$ cat config.mk
export PLATFORM = sky130hd
export DESIGN_NAME = seq_scan_ctrl
export DESIGN_NICKNAME = d
export VERILOG_FILES = /design/src/rtl/seq_scan_ctrl.sv
export SDC_FILE = /design/constraint.sdc
export NUM_CORES = 1
export LEC_CHECK = 0
export ABC_CLOCK_PERIOD_IN_PS = 3940
export CORE_ASPECT_RATIO = 1.4
export CORE_MARGIN = 8
export CORE_UTILIZATION = 40
export DETAILED_ROUTE_END_ITERATION = 12
export SLEW_MARGIN = 5
export SYNTH_ARGS = -nofsm -noshare
export SYNTH_HDL_FRONTEND = slang
export SYNTH_SLANG_ARGS = --single-unit
$ cat constraint.sdc
create_clock -name clk -period 3.94 [get_ports clk]
set_clock_uncertainty 0.05 [all_clocks]
set_input_delay 0.985 -clock clk [delete_from_list [all_inputs] [get_ports clk]]
set_output_delay 0.985 -clock clk [all_outputs]
set_load 0.03 [all_outputs]
$ cat src/rtl/seq_scan_ctrl.sv
// Programmable serial pattern scanner: arm with a pattern/length/limit, then
// detect overlapping matches on a qualified bit stream and count them.
module seq_scan_ctrl #(
    parameter int W  = 8,
    parameter int LW = 4,
    parameter int CW = 8
) (
    input  logic          clk,
    input  logic          reset,
    input  logic          start,
    input  logic          abort,
    input  logic [W-1:0]  pattern,
    input  logic [LW-1:0] len,
    input  logic [15:0]   bit_limit,
    input  logic          x,
    input  logic          x_valid,
    output logic          z,
    output logic          busy,
    output logic          done,
    output logic [CW-1:0] match_count,
    output logic          overflow,
    output logic [1:0]    state_dbg
);

    // Handshake: a bit is consumed on every rising edge where the block is in
    // SCAN, x_valid is high and abort is low; there is no back-pressure.

    typedef enum logic [1:0] {
        IDLE = 2'd0,
        SCAN = 2'd1,
        DONE = 2'd2
    } state_t;

    state_t        state_q, state_d;
    logic [W-1:0]  pat_q, hist_q, hist_d, mask;
    logic [LW-1:0] len_q, len_eff, seen_q, seen_d;
    logic [15:0]   lim_q, cnt_q, cnt_d;
    logic          accept, hit, last_bit;

    assign len_eff = ((len == '0) || (len > LW'(W))) ? LW'(W) : len;

    // Only the low len_q bits of history and pattern take part in a compare.
    always_comb begin
        mask = '0;
        for (int i = 0; i < W; i++) begin
            mask[i] = (i < int'(len_q));
        end
    end

    assign accept   = (state_q == SCAN) && x_valid && !abort;
    assign hist_d   = {hist_q[W-2:0], x};
    assign seen_d   = (seen_q == LW'(W)) ? seen_q : seen_q + 1'b1;
    assign cnt_d    = cnt_q + 16'd1;
    assign hit      = (seen_d >= len_q) && (((hist_d ^ pat_q) & mask) == '0);
    assign last_bit = accept && (lim_q != 16'd0) && (cnt_d == lim_q);

    always_ff @(posedge clk or negedge reset) begin
        if (!reset) begin
            state_q <= IDLE;
        end else begin
            state_q <= state_d;
        end
    end

    always_comb begin
        state_d   = state_q;
        busy      = 1'b0;
        done      = 1'b0;
        state_dbg = state_q;
        case (state_q)
            IDLE: begin
                if (start) state_d = SCAN;
            end
            SCAN: begin
                busy = 1'b1;
                if (abort)         state_d = IDLE;
                else if (last_bit) state_d = DONE;
            end
            DONE: begin
                done    = 1'b1;
                state_d = IDLE;
            end
            default: state_d = IDLE;
        endcase
    end

    always_ff @(posedge clk or negedge reset) begin
        if (!reset) begin
            pat_q       <= '0;
            len_q       <= '0;
            lim_q       <= '0;
            hist_q      <= '0;
            seen_q      <= '0;
            cnt_q       <= '0;
            match_count <= '0;
            overflow    <= 1'b0;
            z           <= 1'b0;
        end else begin
            case (state_q)
                IDLE: begin
                    if (start) begin
                        pat_q       <= pattern;
                        len_q       <= len_eff;
                        lim_q       <= bit_limit;
                        hist_q      <= '0;
                        seen_q      <= '0;
                        cnt_q       <= '0;
                        match_count <= '0;
                        overflow    <= 1'b0;
                        z           <= 1'b0;
                    end
                end
                SCAN: begin
                    if (abort) begin
                        z <= 1'b0;
                    end else if (accept) begin
                        hist_q <= hist_d;
                        seen_q <= seen_d;
                        cnt_q  <= cnt_d;
                        z      <= hit;
                        // The counter pins at all-ones; the sticky flag records lost matches.
                        if (hit) begin
                            if (&match_count) overflow    <= 1'b1;
                            else              match_count <= match_count + 1'b1;
                        end
                    end
                end
                DONE: begin
                    z <= 1'b0;
                end
                default: begin
                    z <= 1'b0;
                end
            endcase
        end
    end

endmodule
==> results.md, run 1 <==
* R2R depth at 12
* Top-area cell type share of the netlist area at 45.0%
* Layout cells sized above 1 at 5.80%
* Status: finished, final reports clean
* Final setup vio count at 0
* Slew Viols, Final at 0
* Die span in x at 97.5 µm
* Worst reg2reg endpoint: match_count[3]
* Inst Count DP at 575
* TNS Setup at 0 ns
* DR vias at 3,220
* Complex-gate fraction of the synthesized area at 13.3%
* GRT Total Usage at 15.7%
* Syn_nets at 481
* Layout Cells excl Fill at 590
* Worst-path clk slew at 0.06 ns
* VDD IR-drop max at 0.357 mV
* Synthesized area per cell at 8.48 µm²
* Slew of the pin with the lowest slew margin at 0.863 ns
* GPL Wtd Cong at 0.846
* Worst Setup End Kind: flip-flop
* Synth Warn # at 0
* Xor/xnor share of the synthesized area at 6.82%
* Tcrit/Tclk final at 74.7%
* Critical Path Source Type: input pin
* Max Fclk at 340 MHz
* Starting density of the core at 41.2%
* CTS tree: built
* ANT nets after route at 0
* Number of remaining DRC errors at 0
* Number of global-route vias before repair at 3,298
* Syn Inst Count at 439
* CORE AREA at 9030 µm²
* CTS-repair resized insts at 0
* Final hold vios at 0
* WL final at 9530 µm
* Post-synth EDFFs at 0
* CTS Hold Buffers Added at 0
* Vias per cell at 5.46
* Critical R2R Launch: seen_q[0]
* Synth top area cells: dfrtp_1 (45%), nand2_1 (12%), o21ai_0 (4.3%)
* ANT cells at 0
* Seq/Total Area, Yosys at 45.0%
* Synth Register Bits at 67
* Post-Synth Adder-Cell Area at 2.69%
* Hold Path Stages at 2
* Initial antenna violation count at 0
* Clock buffer depth at 2
* Final #Nets at 521
* Post-synth top area cell: dfrtp_1
* Yosys cell types at 48
* IO Port Bufs at 47
* Hold Path Class: reg -> reg
* WHS Endpoint: pat_q[3]
* Drt first-iter violations at 140
* 1st-pass router iterations at 6
* GRT Residual Overflow at 0
* Drt wl/cell at 16.1 µm
* RSZ-0062 raised after global routing: false
* Maximum fanout along the worst path at 15
* Post-Syn Area at 3720 µm²
* R2R Setup Slk at 1.0 ns
* CTS Sinks at 67
* Global-route wire length before repair at 16,200 µm
* Hold Path Origin: pat_q[3]
* Post-CTS setup buffers at 0
* Largest family of logic cells by synthesized area: simple AND/OR/NAND/NOR gates
* Crit path kind: in -> reg
* Max-cap violations at 0
* Die height at 130 µm
* Largest net degree at the start of global routing at 68
* Leakage at 0.00202 µW
* CTS root buffer: clkbuf_16
* Full die area at 12,700 µm²
* Num CTS Buffers at 9
* FP Rows at 41
* Relative slew slack at 42.5%
* Min cycle time layout at 2.94 ns
* Syn-to-layout area delta at 22.7%
* Hpwl dp at 6660 µm
* Power Density at 438 nW/µm²
* Async SR Flop Fraction at 100%
* CTS H-tree lvls at 3
* Worst path required time at 4.14 ns
* Arrival time at the worst endpoint at 3.15 ns
* Worst-skew pair later-pin latency at 0.33 ns
* Synth Flop Type: dfrtp_1
* Mux contribution to synthesized area at 1.41%
* Num ports at 48
* Crit. Startpoint: abort
* Simple-gate share of the synthesized area at 27.3%
worst max-delay path: stages:
cell,delay [ns]
clkdlybuf4s50_1,0.43
nand4bb_1,0.29
a21oi_1,0.17
nand2_1,0.06
a2111o_1,0.49
or4_1,0.56
a21oi_1,0.15
worst max path at each step:
stage	cells past startpoint	slack [ns]	end
final	7	1.0	match_count[3]
after global routing	12	0.76	match_count[3]
after CTS	7	0.97	match_count[4]
after detailed placement	7	0.60	match_count[4]
after global placement	7	0.67	match_count[4]
after floorplan	8	1.32	match_count[5]
power by group:
part	total (µW)	leakage [µW]	switching, µW	internal [µW]
combinational	364	0.00100	199	166
sequential	846	0.000887	86.9	759
clock	790	0.000134	304	487
total	2000	0.00202	589	1410
through the flow:
step | hold WS [ns] | power [µW] | area, µm² | worst slack, ns | utilization [%]
floorplan | 0.415 | 1080 | 3720 | 1.32 | -
global placement | 0.434 | 1220 | 4280 | 0.667 | 47.4
detailed placement | 0.433 | 1230 | 4280 | 0.602 | 47.4
CTS | 0.449 | 2020 | 4570 | 0.967 | 50.6
global route | 0.483 | 2110 | 4570 | 0.763 | 50.6
finish | 0.444 | 2000 | 4570 | 0.998 | 50.6
layout by cell type (no fill, tap or decap), drive strengths merged, types with 2 or more instances in the layout:
master         count
a2111oi            2
a21oi             15
a31o               2
a31oi              4
and2               3
and3               7
buf                7
clkbuf             9
clkdlybuf4s50     46
clkinvlp           3
dfrtp             67
ha                 8
inv               11
mux2i              3
nand2            116
nand2b             5
nand3             21
nand3b             3
nand4              9
nor2              22
nor2b              5
nor3               4
nor3b              2
nor4               8
o21a               3
o21ai             34
o31ai             10
or3                2
or4                6
or4b               2
xnor2             18
xor2              11
flip-flops by register name (all words and copies together) (netlist names):
signal and count:
hist_q 7, seen_q 4, len_q 4, cnt_q 16, overflow 1, pat_q 8, state_dbg 2, match_count 8
lim_q 16, z 1
cell usage after synthesis (2+ instances only):
library cell / count
xor2_1: 11
o21a_1: 3
and2_1: 3
xnor2_1: 18
mux2i_1: 3
nand3b_1: 3
o21ai_0: 32
nand4_1: 9
or3_1: 2
nor4_1: 7
nor2b_1: 5
nand2_1: 116
buf_1: 4
clkbuf_1: 19
a21oi_1: 15
inv_1: 10
a31o_2: 2
ha_1: 8
nand2b_1: 5
o31ai_1: 10
a31oi_1: 4
o21ai_1: 2
dfrtp_1: 67
nand3_1: 21
or4_1: 6
nor2_1: 22
nor3_1: 4
nor3b_1: 2
and3_1: 7
cell families (layout without fill, tap and decap cells):
kind of cell / after synthesis / count (layout)
AO/OA/AOI/OAI: 80 / 80
XOR/XNOR: 29 / 29
buffers and inverters: 34 / 78
adder cells (fa/ha/maj): 8 / 8
multiplexers: 4 / 4
AND/OR/NAND/NOR: 217 / 217
flip-flops: 67 / 67
routing by layer:
metal	vias to the layer above	track usage [%]	share of wire, %
li1	1598	-	-
met1	1553	17.1	43
met2	53	28.3	52
met3	16	3.12	3.5
met4	0	7.87	2.2
met5	-	0	0
layout make-up:
class                      instances  area (µm²)
clock inverter                     6        66.3
timing repair buffer              53         510
multi-input combinational        338        1920
tap                              107         134
fill                             895        4460
inverter                          10        37.5
sequential                        67        1680
clock buffer                       9         225
(Power assumes the default switching activity.)
==> run 2, diff against run 1 <==
--- a/config.mk
+++ b/config.mk
@@ -5,7 +5,7 @@
 export SDC_FILE = /design/constraint.sdc
 export NUM_CORES = 1
 export LEC_CHECK = 0
-export ABC_CLOCK_PERIOD_IN_PS = 3940
+export ABC_CLOCK_PERIOD_IN_PS = 2400
 export CORE_ASPECT_RATIO = 1.4
 export CORE_MARGIN = 8
 export CORE_UTILIZATION = 40
==> constraint.sdc (replaced) <==
create_clock -name clk -period 2.4 [get_ports clk]
set_clock_uncertainty 0.05 [all_clocks]
set_input_delay 0.6 -clock clk [delete_from_list [all_inputs] [get_ports clk]]
set_output_delay 0.6 -clock clk [all_outputs]
set_load 0.03 [all_outputs]
==> results.md, run 2 (synthesis gave the netlist of run 1 again) <==
* Most Crowded Layer GR: met2
* Hold slack final at 0.216 ns (-0.229 ns)
* CTS H-tree lvls at 3 (unchanged)
* Dpl cell area at 4520 µm² (+5.6%)
* Met3 Track Usage GR at 4.07% (+0.95 points)
* Starting density of the core at 41.2% (unchanged)
* TNS Setup at -1.60 ns (-1.60 ns)
* Clock buffer depth at 2 (unchanged)
* Drt first-iter violations at 151 (+7.9%)
* R2R Setup Slk at -0.23 ns (-1.23 ns)
* Vias per cell at 5.53 (+1.4%)
* Flop pwr share at 40.3% (-2.0 points)
* Finished Cell Area at 5060 µm² (+11%)
* Total net switching power at 973 µW (+65%)
* Min cycle time layout at 2.63 ns
* Failing checks: setup timing
* Final setup vio count at 11 (+11)
* Maximum fanout along the worst path at 5 (-10)
* Slew of the pin with the lowest slew margin at 1.01 ns (+0.146 ns)
* Number of remaining DRC errors at 0 (unchanged)
* Die span in x at 97.5 µm (unchanged)
* Crit path kind: reg -> reg
* CORE AREA at 9030 µm² (unchanged)
* FP Rows at 41 (unchanged)
* Drt wl/cell at 15.7 µm (-2.9%)
* Worst-path clk slew at 0.05 ns (about the same)
* WL final at 9980 µm (+4.7%)
* Num ports at 48 (unchanged)
* Largest registers: cnt_q (16), lim_q (16)
* CTS Sinks at 67 (unchanged)
* VDD IR-drop max at 0.484 mV (+36%)
* GRT met1 Usage at 17.7% (+0.57 points)
* GPL Wtd Cong at 0.885 (+4.5%)
* Met2 Use GR at 29.4% (+1.0 points)
* Worst path required time at 2.61 ns (-1.53 ns)
* Utilization after layout at 56.0% (+5.4 points)
* Number of global-route vias before repair at 3,603 (+9.2%)
* Commonest non-fill, non-tap cell in the layout: nand2_1
* Final #Nets at 567 (+8.8%)
* CTS tree: built
* Layout cells sized above 1 at 17.4% (+12 points)
* DR vias at 3,519 (+9.3%)
* GRT Residual Overflow at 0 (unchanged)
* Hold Path Class: in -> async
* Switching Fraction at 28.7% (-0.77 points)
* Relative slew slack at 32.5% (-10 points)
* GRT Total Usage at 16.4% (+0.72 points)
* Initial antenna violation count at 0 (unchanged)
* Status: finished with violations
* Clock power share at 35.9% (-3.6 points)
* Full die area at 12,700 µm² (unchanged)
* Global-route wire length before repair at 17,000 µm (+5.4%)
* IO Port Bufs at 47 (unchanged)
* Worst-skew pair later-pin latency at 0.33 ns (about the same)
* Combinational Power Share at 23.8% (+5.6 points)
* Die height at 130 µm (unchanged)
* Max Fclk at 380 MHz
* Power Density at 671 nW/µm² (+53%)
* Tcrit/Tclk final at 110%
* Critical Path Source Type: flip-flop
* Worst Setup End Kind: flip-flop
* Hpwl dp at 6970 µm (+4.6%)
* Arrival time at the worst endpoint at 2.84 ns (-0.31 ns)
* ANT nets after route at 0 (unchanged)
* Num CTS Buffers at 9 (unchanged)
* Slew Viols, Final at 0 (unchanged)
* ANT cells at 0 (unchanged)
* Largest net degree at the start of global routing at 68 (unchanged)
* Setup WS post-layout at -0.229 ns (-1.23 ns)
* RSZ-0062 raised after global routing: true
* Leakage at 0.00232 µW (+15%)
* CTS root buffer: clkbuf_16
* Highest-count cells in the layout ignoring fill and taps: nand2_1 (115), dfrtp_1 (67), buf_4 (50)
* Syn-to-layout area delta at 35.9%
* 1st-pass router iterations at 5 (-1)
* Pre-CTS WS at -0.418 ns (-1.02 ns)
* Final hold vios at 0 (unchanged)
* Max-cap violations at 0 (unchanged)
* Pint at 2420 µW (+71%)
[run 2: cell types whose count changed in the layout (fill, tap and decap cells not counted), sizes merged]
cell,before,now
buf,7,53
bufinv,1,0
clkbuf,9,13
clkdlybuf4s50,46,44
clkinv,1,2
clkinvlp,3,0
dlymetal6s2s,0,2
inv,11,10
[run 2: power groups by stage]
stage | clock network (µW) | registers (µW) | logic, µW
final | 1220 | 1370 | 807
after global routing | 1310 | 1390 | 892
after floorplan | 0 | 1370 | 403
after global placement | 0 | 1380 | 687
after detailed placement | 0 | 1380 | 696
after CTS | 1250 | 1370 | 783
[run 2: critical path, cell delays in order (launching register included)]
cell	delay (ns)
dfrtp_1	0.38
or4b_4	0.55
a2111oi_4	0.28
o21ai_1	0.14
a2111o_1	0.45
buf_4	0.17
or4_1	0.41
a21oi_2	0.13
[run 2: layout make-up]
class                      count  area [µm²]
tap                          107         134
inverter                      10        37.5
clock buffer                  13         270
sequential                    67        1680
multi-input combinational    338        2050
fill                         816        3970
clock inverter                 2        10.0
timing repair buffer          99         877
[run 2: worst paths after layout]
kind,start,endpoint,cells past startpoint
worst min register to register,overflow,overflow,1
worst max register to register,len_q[3],match_count[4],7
min in group clk,overflow,overflow,1
worst max-delay path,len_q[3],match_count[4],7
worst min-delay path,reset,cnt_q[10],2
max in group asynchronous,reset,hist_q[3],2
[run 2: metal layers]
metal	up-vias	routed length (µm)	part of all wire [%]
met5	-	0	0
met4	0	236	2.4
met3	18	487	4.9
met2	86	5260	53
met1	1723	3990	40
li1	1692	-	-
[run 2: per-stage QoR]
step / total power, µW / instances
2_1_floorplan: 1770 / 439
3_3_place_gp: 2070 / 604
3_5_place_dp: 2080 / 604
4_1_cts: 3410 / 634
5_1_grt: 3590 / 636
6_report: 3390 / 636
[run 2: repair_timing]
action,in CTS,in global routing
endpoints found under the setup margin,10,27
cloned,0,0
hold buffers,0,0
buffers inserted,15,3
pin swaps,4,4
gates resized for setup,13,15
